## src/rtl/fetch_stage.sv

```systemverilog
// fetch_stage: RV32 instruction fetch with IF/ID register, redirect, stall/flush and halt
module fetch_stage #(
  parameter int XLEN = 32,
  parameter logic [XLEN-1:0] RESET_PC = '0,
  parameter logic [31:0] NOP_INSN = 32'h00000013
) (
  input  logic            clk,
  input  logic            reset,
  output logic [XLEN-1:0] imem_addr,
  input  logic [31:0]     imem_data,
  input  logic            stall_f,
  input  logic            flush_d,
  input  logic            redirect,
  input  logic [XLEN-1:0] redirect_pc,
  input  logic            halt_d,
  output logic [31:0]     instr_d,
  output logic [XLEN-1:0] pc_d,
  output logic [XLEN-1:0] pc_plus4_d,
  output logic            valid_d,
  output logic            halted,
  output logic            misaligned
);
  typedef enum logic {RUN, HALT} state_t;
  state_t state, state_n;
  logic [XLEN-1:0] pc_f, pc_n, pcd_n, pc4_n, pc_inc;
  logic [31:0] instr_n;
  logic valid_n, mis_n;
  assign pc_inc = pc_f + XLEN'(4);
  assign imem_addr = pc_f;
  assign halted = state == HALT;
  always_ff @(posedge clk) begin
    if (reset) begin
      state <= RUN;
      pc_f <= RESET_PC;
      instr_d <= NOP_INSN;
      pc_d <= '0;
      pc_plus4_d <= '0;
      valid_d <= 1'b0;
      misaligned <= 1'b0;
    end else begin
      state <= state_n;
      pc_f <= pc_n;
      instr_d <= instr_n;
      pc_d <= pcd_n;
      pc_plus4_d <= pc4_n;
      valid_d <= valid_n;
      misaligned <= mis_n;
    end
  end
  always_comb begin
    state_n = state;
    pc_n = pc_f;
    instr_n = instr_d;
    pcd_n = pc_d;
    pc4_n = pc_plus4_d;
    valid_n = 1'b0;
    mis_n = misaligned;
    if (state == RUN) begin
      if (redirect && redirect_pc[1:0] != 2'b00) begin
        mis_n = 1'b1;
        state_n = HALT;
        instr_n = NOP_INSN;
      end else if (redirect) begin
        pc_n = redirect_pc;
        instr_n = NOP_INSN;
      end else if (halt_d && valid_d) begin
        state_n = HALT;
        instr_n = NOP_INSN;
      end else if (stall_f) begin
        instr_n = flush_d ? NOP_INSN : instr_d;
        valid_n = valid_d && !flush_d;
      end else begin
        pc_n = pc_inc;
        instr_n = flush_d ? NOP_INSN : imem_data;
        pcd_n = pc_f;
        pc4_n = pc_inc;
        valid_n = !flush_d;
      end
    end
  end
endmodule

```

## config.mk

```make
export PLATFORM = sky130hd
export DESIGN_NAME = fetch_stage
export DESIGN_NICKNAME = d
export VERILOG_FILES = /design/src/rtl/fetch_stage.sv
export SDC_FILE = /design/constraint.sdc
export NUM_CORES = 1
export LEC_CHECK = 0
export CORE_MARGIN = 2
export CORE_UTILIZATION = 35
export CTS_CLUSTER_SIZE = 24
export DETAILED_ROUTE_END_ITERATION = 6
export DONT_BUFFER_PORTS = 1
export PLACE_DENSITY = 0.46
export SLEW_MARGIN = 20
export SYNTH_ARGS = -nofsm -noshare
export SYNTH_HDL_FRONTEND = slang
export SYNTH_SLANG_ARGS = --single-unit
export TNS_END_PERCENT = 5
```

## constraint.sdc

```tcl
create_clock -name clk -period 5.43 [get_ports clk]
set_input_delay 0.8145 -clock clk [delete_from_list [all_inputs] [get_ports clk]]
set_output_delay 0.8145 -clock clk [all_outputs]
set_load 0.02 [all_outputs]
```

# Word-level counts from Yosys, hierarchy flattened
# Index checks and enable logic that the tools add are counted.
dict set report op_classes {
  n_addsub 1
  reduce_logical 10
  muxes 14
  bitwise 5
  eq_ne 3
}
# operator count
set op_table {}
lappend op_table {{$mux W32} 9}
lappend op_table {{$add A32 B3 Y32 const B} 1}
lappend op_table {{$mux W1} 5}
lappend op_table {{$ne A5 B1 Y1 const B} 1}
lappend op_table {{$not A1 Y1} 5}
lappend op_table {{$reduce_and A5 Y1} 1}
lappend op_table {{$reduce_or A5 Y1} 1}
lappend op_table {{$reduce_and A2 Y1} 2}
lappend op_table {{$reduce_and A4 Y1} 1}
lappend op_table {{$logic_and A1 B1 Y1} 3}
lappend op_table {{$ne A2 B1 Y1 const B} 1}
lappend op_table {{$ne A2 B2 Y1 const B} 1}
lappend op_table {{$reduce_bool A2 Y1} 1}
lappend op_table {{$logic_not A1 Y1} 1}
dict set report totals {
  word_cells 40
  output_inout_bits 131
  inputBits 70
  register_bits 131
}

# Depth between registers and ports, before layout
# Gate-level depths: netlist of run 1.
dict set report logic_depth {
  ltp_word 5
  mapped_depth 7
}

# Worst setup path after synthesis of run 1
# No wires, ideal clock.
dict set report synth_path {
  kind {flip-flop to flip-flop}
  startpoint {reg pc_f[11] (netlist: imem_addr[11])}
  endpoint {reg pc_plus4_d[31]}
  required_time_ps 5351
  arrival_ps 2191
  synth_period_minus_slack_ps 2270
  slack_ps 3160
  path_stages_with_launch 7
  n_path_buf 1
  setup_ps 79
  path_cell_list {dfxtp_1 -> clkbuf_8 -> nand4_4 -> or4_4 -> or4_4 -> xor2_1 -> a211oi_2}
}
dict set report synth_via {
  elab_chain_len 1
}
# item line
set synth_rtl {}
lappend synth_rtl {{start, declared} 25} ;# logic [XLEN-1:0] pc_f, pc_n, pcd_n, pc4_n, pc_inc;
lappend synth_rtl {{start signal, assigned} 42} ;# pc_f <= pc_n;
lappend synth_rtl {{$add A32 B3 Y32} 28} ;# assign pc_inc = pc_f + XLEN'(4);
lappend synth_rtl {{end signal, assigned} 45} ;# pc_plus4_d <= pc4_n;
lappend synth_rtl {{end, declared} 18} ;# output logic [XLEN-1:0] pc_plus4_d,
# Every way passes these cells.
# A chain may end at the register's enable or synchronous reset.

# Worst setup path after layout of run 1
dict set report layout_path {
  startpoint {reg state (netlist: halted)}
  endpoint {reg pc_f[16] (netlist: imem_addr[16])}
}
dict set report layout_via {
  elab_chain_len 2
}
# item line
set layout_rtl {}
lappend layout_rtl {{start, declared} 24} ;# state_t state, state_n;
lappend layout_rtl {{start signal, assigned} 41} ;# state <= state_n;
lappend layout_rtl {{$not A1 Y1 (no source line)} n/a}
lappend layout_rtl {{$reduce_and A4 Y1 (no source line)} n/a}
# Every way passes these cells.

==> impl_metrics.tcl, run 1 <==
set metrics [dict create \
    cpPeakStageDelay_ps 690 \
    grt_max_degree 127 \
    reg2reg_depth 6 \
    syn_area_per_cell_um2 8.23 \
    powerDensity_mw_per_mm2 374 \
    crit_fanout 89 \
    vdd_drop_max_uv 224 \
    insertion_delay_ps 420 \
    antenna_found_initial 0 \
    wl_per_cell_um 19.9 \
    period_needed_ps 2950 \
    synth_top_family_by_area "simple AND/OR/NAND/NOR gates" \
    cp.arrival_ps 3250 \
    drive_above_1_share_pct 8.28 \
    start_kind "flip-flop" \
    r2r_setup_slack_ps 2480 \
    core_mm2 0.0153 \
    ios 201 \
    yosys.area_share.simple_pct 23.7 \
    synthAdderAreaFrac_pct 0.226 \
    diodes 0 \
    fin_skew_ps 10.4 \
    place_area_mm2 0.00556 \
    status "finished, final reports clean" \
    cts_buffer_depth 2 \
    r2r_start "halted" \
    final_antenna_net_count 0 \
    drv_cap 0 \
    port_buffers 0 \
    grt_pass1_vias 4718 \
    dieWidth_um 130 \
    dp_cells 830 \
    cts_resized 0 \
    dr_total_vias 4764 \
    grt.total_usage_pct 20.8 \
    die_h_um 130 \
    p_total_mw 2.31 \
    grt_pass1_wl_um 26700 \
    worst_pin_slew_ps 1010 \
    cp-endpoint "imem_addr[16]" \
    r2r-end "imem_addr[16]" \
    cts_hold_buf 0 \
    synth-seq-cells 129 \
    cp_slowest_cell "buf_4" \
    path_buf_inv 1 \
    critical_path_class "flip-flop to flip-flop" \
    synth.top_cells.by_area "dfxtp_1, nand2_1, a21oi_1" \
    clock_sinks 129 \
    synth_top_cell_by_area "dfxtp_1" \
    final_core_util_pct 40.3 \
    max-slew-margin-rel_pct 32.9 \
    clk_pin_slew_ps 60 \
    dieArea_mm2 0.0168 \
    cts-root-buf "clkbuf_16" \
    path_depth 6 \
    final_common_cell "dfxtp_1" \
    rsz0062_at_grt "false" \
    power.static_leakage_nw 1.97 \
    ys_warn_count 0 \
    areaGrowthSynthToFinish_pct 11.5 \
    async_reset_ff_share_pct 0 \
    layoutNonFillerInstCount 863 \
    hold_class "primary input to flip-flop" \
    wl_um 17100 \
    maxSlewViolCount 0 \
    setup_tns_ps 0 \
    syn-num-nets 744 \
    drt_first_pass_iters 5 \
    netlist_instances 673 \
    globalRouteOverflowTotal 0 \
    finalInstanceArea_mm2 0.00617 \
    cp_data_required_time_ps 5730 \
    cts_buffers 17 \
    fmax_mhz 339 \
    synth_edf_count 0 \
    num_rows 45 \
    worstSetupStartpoint "halted" \
    routabilityCongestion 0.796 \
    yosysTopAreaCellShare_pct 46.6 \
    post_drt_via_cell_ratio 5.52 \
    setup_viol 0 \
    crit_family "compound AO/OA/AOI/OAI gates" \
    cts_tree "built" \
    ys.flop_type "dfxtp_1" \
    dp_hpwl_um 11400 \
    path_cells "a2111oi_4, buf_4, nand2b_1, a31oi_1, o21ai_0, o311ai_0" \
    syn_area_mm2 0.00554 \
    cts_setup_buffers 0 \
    fin_nets 710 \
    synthMuxAreaShare_pct 0 \
    ys_types 53 \
    layout_common_cells "dfxtp_1, nand2_1, a21oi_1, nor2_1, nand3_1" \
    fin_crit_sh_pct 54.4 \
    htreeDepth 4 \
    hold_violations 0 \
    first_iter_violations 276 \
    cp-end-kind "flip-flop" \
    initial_core_util_pct 36.2 \
    seq_area_frac_synth_pct 46.6 \
    synth_xor_area_share_pct 3.80 \
    synth_compound_area_share_pct 19.6 \
    drc 0 \
]
## power by group
| group | internal [mW] | total (mW) | leakage [nW] | switching [mW] |
|---|---|---|---|---|
| Sequential | 0.975 | 1.05 | 1.05 | 0.0707 |
| Combinational | 0.0392 | 0.113 | 0.639 | 0.0740 |
| Clock | 0.717 | 1.15 | 0.285 | 0.433 |
## logic make-up after synthesis
group | after synthesis
flops | 129
fa+ha+maj | 1
compound gates | 177
xor+xnor | 24
buf+inv | 64
simple gates | 278
## worst register-to-register path, stage by stage (launching register included)
cell and delay [ps]:
dfxtp_1 520, a2111oi_4 400, buf_4 690, nand2b_1 710, a31oi_1 300, o21ai_0 100
o311ai_0 130
## cells in the mapped netlist (2+ instances only)
cell and count:
buf_4 4, a32oi_1 3, o311ai_0 3, a22oi_1 10, xnor2_1 10, dfxtp_1 129, nand4_1 10, o31a_2 2
and3_1 5, nor2b_1 2, and4_1 4, nor2_1 52, a211oi_1 22, clkbuf_8 7, inv_1 6, a21oi_1 87
or4_4 2, and2_0 3, nor3_1 10, nor4_2 2, o21bai_1 5, a21o_1 3, clkbuf_1 41, buf_1 4
a31oi_1 10, nor4_1 4, xor2_1 14, nand2_1 120, and4_2 2, o21ai_0 17, nand3_1 44, and2_1 3
or3_1 5, o22ai_1 7, nor3b_1 3
## per-stage QoR
step	setup WS (ps)	hold WS (ps)
3_5_place_dp	2330	543
6_report	2480	469
4_1_cts	2490	449
3_3_place_gp	2390	537
2_1_floorplan	3160	440
5_1_grt	2140	445
## area by class of cell
class | instances | area [um^2]
inverters | 6 | 22.5
flip-flops and latches | 129 | 2580
clock inverters | 15 | 168
clock buffers | 17 | 425
repair buffers | 5 | 50.0
fillers | 1570 | 9140
multi-input cells | 480 | 2660
well taps | 211 | 264
## registers in the layout, summed over array words and instances, names as in the netlist
signal      count
pc_plus4_d     30
instr_d        32
valid_d         1
imem_addr      32
halted          1
pc_d           32
misaligned      1
## routing by layer
metal,track usage (%),vias to the layer above,wire [um],share of wire (%)
met2,33.4,175,8110,47
met1,24.7,2258,7130,42
met4,7.46,0,366,2.1
met5,0,-,0,0
met3,8.94,25,1530,8.9
li1,-,2306,-,-
## worst min path at each step
stage / start / to / slack (ps) / depth (start not counted)
6_report: reset / instr_d[30] / 470 / 1
2_1_floorplan: imem_addr[0] / pc_d[0] / 440 / 2
5_1_grt: reset / instr_d[30] / 440 / 1
3_3_place_gp: instr_d[10] / instr_d[10] / 540 / 2
3_5_place_dp: instr_d[30] / instr_d[30] / 540 / 2
4_1_cts: reset / instr_d[7] / 450 / 1
Power figures use the tool's default switching activity.
==> inputs of run 2 (changes only) <==
Clock period 5.43 ns to 2.9 ns, I/O delays scaled along.
==> impl_metrics.tcl, run 2 (synthesis results as in run 1) <==
set metrics [dict create \
    powerDensity_mw_per_mm2 679 \
    hold_violations 0 \
    intPower_mw 3.23 \
    period_needed_ps 2420 \
    dieWidth_um 130 \
    reg2reg_depth 5 \
    cts_buffer_depth 2 \
    hold_class "primary input to flip-flop" \
    cts_tree "built" \
    routabilityCongestion 0.774 \
    hold_end "instr_d[30]" \
    critical_path_class "flip-flop to flip-flop" \
    min_from "reset" \
    port_buffers 0 \
    drt_first_pass_iters 5 \
    r2r_start "imem_addr[18]" \
    fin_skew_ps 9.76 \
    worst_pin_slew_ps 663 \
    setup_tns_ps 0 \
    cts_resized 0 \
    swShare_pct 24.6 \
    fin_nets 732 \
    ios 201 \
    grt_max_degree 127 \
    fmax_mhz 414 \
    cts_setup_buffers 0 \
    maxSlewViolCount 0 \
    grt_pass1_vias 4732 \
    drive_above_1_share_pct 11.0 \
    cp_data_required_time_ps 3180 \
    clk_pin_slew_ps 60 \
    dr_total_vias 4850 \
    dieArea_mm2 0.0168 \
    first_iter_violations 305 \
    cts_hold_buf 0 \
    r2r-end "imem_addr[31]" \
    fin_crit_sh_pct 83.3 \
    layoutNonFillerInstCount 884 \
    htreeDepth 4 \
    pwr-share-comb_pct 6.0 \
    core_mm2 0.0153 \
    diodes 0 \
    p_seq_share_pct 45.0 \
    crit_fanout 7 \
    areaGrowthSynthToFinish_pct 14.1 \
    drc 0 \
    rsz0062_at_grt "false" \
    max-slew-margin-rel_pct 55.7 \
    start_kind "flip-flop" \
    r2r_setup_slack_ps 480 \
    dp_hpwl_um 11800 \
    p_switching_mw 1.06 \
    layout_common_cells "dfxtp_1, nand2_1, a21oi_1, nor2_1, nand3_1" \
    dp_cells 853 \
    globalRouteOverflowTotal 0 \
    wl_um 17200 \
    final_common_cell "dfxtp_1" \
    cp-end-kind "flip-flop" \
    die_h_um 130 \
    clock_power_share_pct 49.0 \
    post_drt_via_cell_ratio 5.49 \
    vdd_drop_max_uv 394 \
    status "finished, final reports clean" \
    wl_per_cell_um 19.4 \
    insertion_delay_ps 420 \
    drv_cap 0 \
    cts_buffers 17 \
    cts-root-buf "clkbuf_16" \
    holdPathStages 1 \
    num_rows 45 \
    grt.total_usage_pct 20.5 \
    antenna_found_initial 0 \
    clock_sinks 129 \
    final_antenna_net_count 0 \
    initial_core_util_pct 36.2 \
    cp.arrival_ps 2690 \
    power.static_leakage_nw 2.07 \
    grt_pass1_wl_um 26400 \
    setup_viol 0 \
]
## run 2: critical path: stages, from the launching register on
cell and delay, ps:
dfxtp_1 600, nand3_1 240, or4_4 610, or4_4 500, xor2_1 220, o22ai_1 110
## run 2: worst max-delay path by stage
stage,start,endpoint,slack (ps),cells after the start
after floorplan,imem_addr[11],pc_plus4_d[31],630,6
after global placement,imem_addr[18],imem_addr[31],520,5
after detailed placement,imem_addr[18],imem_addr[31],470,5
after CTS,imem_addr[18],imem_addr[31],470,5
after global routing,imem_addr[18],imem_addr[31],310,5
final,imem_addr[18],imem_addr[31],480,5
## run 2: area by class of cell
class / count / area [um^2]
timing repair buffer: 27 / 215
clock inverter: 10 / 110
sequential: 129 / 2580
tap: 211 / 264
multi-input combinational: 480 / 2650
fill: 1576 / 9000
clock buffer: 21 / 470
inverter: 6 / 22.5
## run 2: power groups by stage
stage	clock network (mW)	registers [mW]	logic, mW
5_1_grt	2.24	1.94	0.289
4_1_cts	2.16	1.93	0.261
3_3_place_gp	0	1.97	0.256
6_report	2.10	1.93	0.257
2_1_floorplan	0	1.96	0.206
3_5_place_dp	0	1.97	0.260
## run 2: per-layer routing
metal	up-vias	GRT usage, %	part of all wire, %
met5	-	0	0
met4	0	7.40	1.7
met3	18	8.61	9.5
met2	173	33.2	48
met1	2311	24.5	41
li1	2348	-	-
## run 2: metrics by stage
stage | setup slack [ps] | util [%] | total power, mW | hold slack (ps) | area [um^2]
CTS | 467 | 41.3 | 4.36 | 65.9 | 6320
floorplan | 630 | - | 2.17 | 440 | 5540
global route | 312 | 41.3 | 4.46 | 63.2 | 6320
global placement | 520 | 37.5 | 2.22 | 515 | 5740
finish | 485 | 41.3 | 4.29 | 89.0 | 6320
detailed placement | 467 | 37.5 | 2.23 | 516 | 5740
==> inputs of run 3 (changes only) <==
Clock period 2.9 ns to 2.4 ns, I/O delays scaled along.
==> impl_metrics.tcl, run 3 (synthesis results as in run 1) <==
set metrics [dict create \
    port_buffers 0 \
    cts_buffer_depth 2 \
    max-slew-margin-rel_pct 58.2 \
    fin_nets 749 \
    htreeDepth 4 \
    drv_cap 0 \
    period_needed_ps 2180 \
    ios 201 \
    grt.total_usage_pct 20.5 \
    maxSlewViolCount 0 \
    clk_pin_slew_ps 60 \
    diodes 0 \
    areaGrowthSynthToFinish_pct 17.4 \
    grt_pass1_wl_um 26500 \
    p_switching_mw 1.32 \
    swShare_pct 24.4 \
    crit_fanout 7 \
    pre_cts_ws_ps 275 \
    setup_tns_ps 0 \
    die_h_um 130 \
    powerDensity_mw_per_mm2 831 \
    cts_hold_buf 1 \
    dieArea_mm2 0.0168 \
    first_iter_violations 359 \
    cts_tree "built" \
    place_area_mm2 0.00585 \
    grt_max_degree 126 \
    dp_hpwl_um 11900 \
    final_antenna_net_count 0 \
    dieWidth_um 130 \
    drc 0 \
    cp_data_required_time_ps 2670 \
    post_drt_via_cell_ratio 5.40 \
    drive_above_1_share_pct 13.2 \
    cts_setup_buffers 0 \
    vdd_drop_max_uv 482 \
    cts_buffers 17 \
    wl_um 17400 \
    intPower_mw 4.08 \
    setup_viol 0 \
    p_seq_share_pct 42.8 \
    p_total_mw 5.40 \
    clock_sinks 129 \
    final.setup.worst_slack_ps 223 \
    grt_pass1_vias 4757 \
    holdPathStages 1 \
    cp.arrival_ps 2450 \
    start_kind "flip-flop" \
    wl_per_cell_um 19.2 \
    fmax_mhz 459 \
    status "finished, final reports clean" \
    layoutNonFillerInstCount 902 \
    cts_resized 0 \
    initial_core_util_pct 36.2 \
    drt_first_pass_iters 4 \
    final_common_cell "dfxtp_1" \
    finalInstanceArea_mm2 0.00650 \
    hold_class "primary input to flip-flop" \
    core_mm2 0.0153 \
    critical_path_class "flip-flop to flip-flop" \
    clock_power_share_pct 50.8 \
    reg2reg_depth 5 \
    hold_violations 0 \
    num_rows 45 \
    pwr-share-comb_pct 6.4 \
    rsz0062_at_grt "false" \
    power.static_leakage_nw 2.18 \
    insertion_delay_ps 420 \
    cp-end-kind "flip-flop" \
    fin_skew_ps 7.48 \
    holdWs_ps 12.0 \
    final_core_util_pct 42.4 \
    cts-root-buf "clkbuf_16" \
    antenna_found_initial 0 \
    globalRouteOverflowTotal 0 \
    layout_common_cells "dfxtp_1, nand2_1, a21oi_1, nor2_1, nand3_1" \
    dr_total_vias 4870 \
    dp_cells 868 \
    fin_crit_sh_pct 90.7 \
    routabilityCongestion 0.832 \
    worst_pin_slew_ps 625 \
]
run 3: cell types whose count changed in the layout (fill, tap and decap cells not counted), sizes merged:
| cell | change |
|---|---|
| bufinv | +2 |
| dlygate4sd3 | +2 |
| clkinvlp | -1 |
| clkinv | +3 |
| buf | +15 |
| clkbuf | -3 |
run 3: worst paths after layout:
kind                                    start             to  slack (ps)
worst max register to register  imem_addr[13]  imem_addr[26]         220
worst max-delay path            imem_addr[13]  imem_addr[26]         220
worst min register to register    instr_d[19]    instr_d[19]         550
worst min-delay path                    reset    instr_d[28]          10
run 3: final cells by class:
class | instances | area [um^2]
Clock inverter | 14 | 189
Sequential cell | 129 | 2580
Clock buffer | 18 | 439
Fill cell | 1564 | 8820
Timing Repair Buffer | 44 | 348
Inverter | 6 | 22.5
Tap cell | 211 | 264
Multi-Input combinational cell | 480 | 2650
run 3: power groups by stage:
| stage | Combinational (mW) | Clock, mW | Sequential [mW] |
|---|---|---|---|
| after detailed placement | 0.345 | 0 | 2.36 |
| after global routing | 0.386 | 2.90 | 2.32 |
| after floorplan | 0.249 | 0 | 2.37 |
| after CTS | 0.347 | 2.80 | 2.31 |
| after global placement | 0.341 | 0 | 2.36 |
| final | 0.346 | 2.75 | 2.31 |
run 3: per-layer routing:
| metal | vias up | global-route usage (%) | part of all wire [%] |
|---|---|---|---|
| met2 | 163 | 34.2 | 49 |
| met3 | 15 | 7.38 | 8.7 |
| met4 | 0 | 7.46 | 1.4 |
| met5 | - | 0 | 0 |
| li1 | 2382 | - | - |
| met1 | 2310 | 24.5 | 41 |
run 3: critical path, stage by stage, from the launching register on:
cell and delay [ps]:
dfxtp_1 380, nand4_4 170, or4_4 600, o31a_2 330, o21ai_0 410, a21oi_1 140
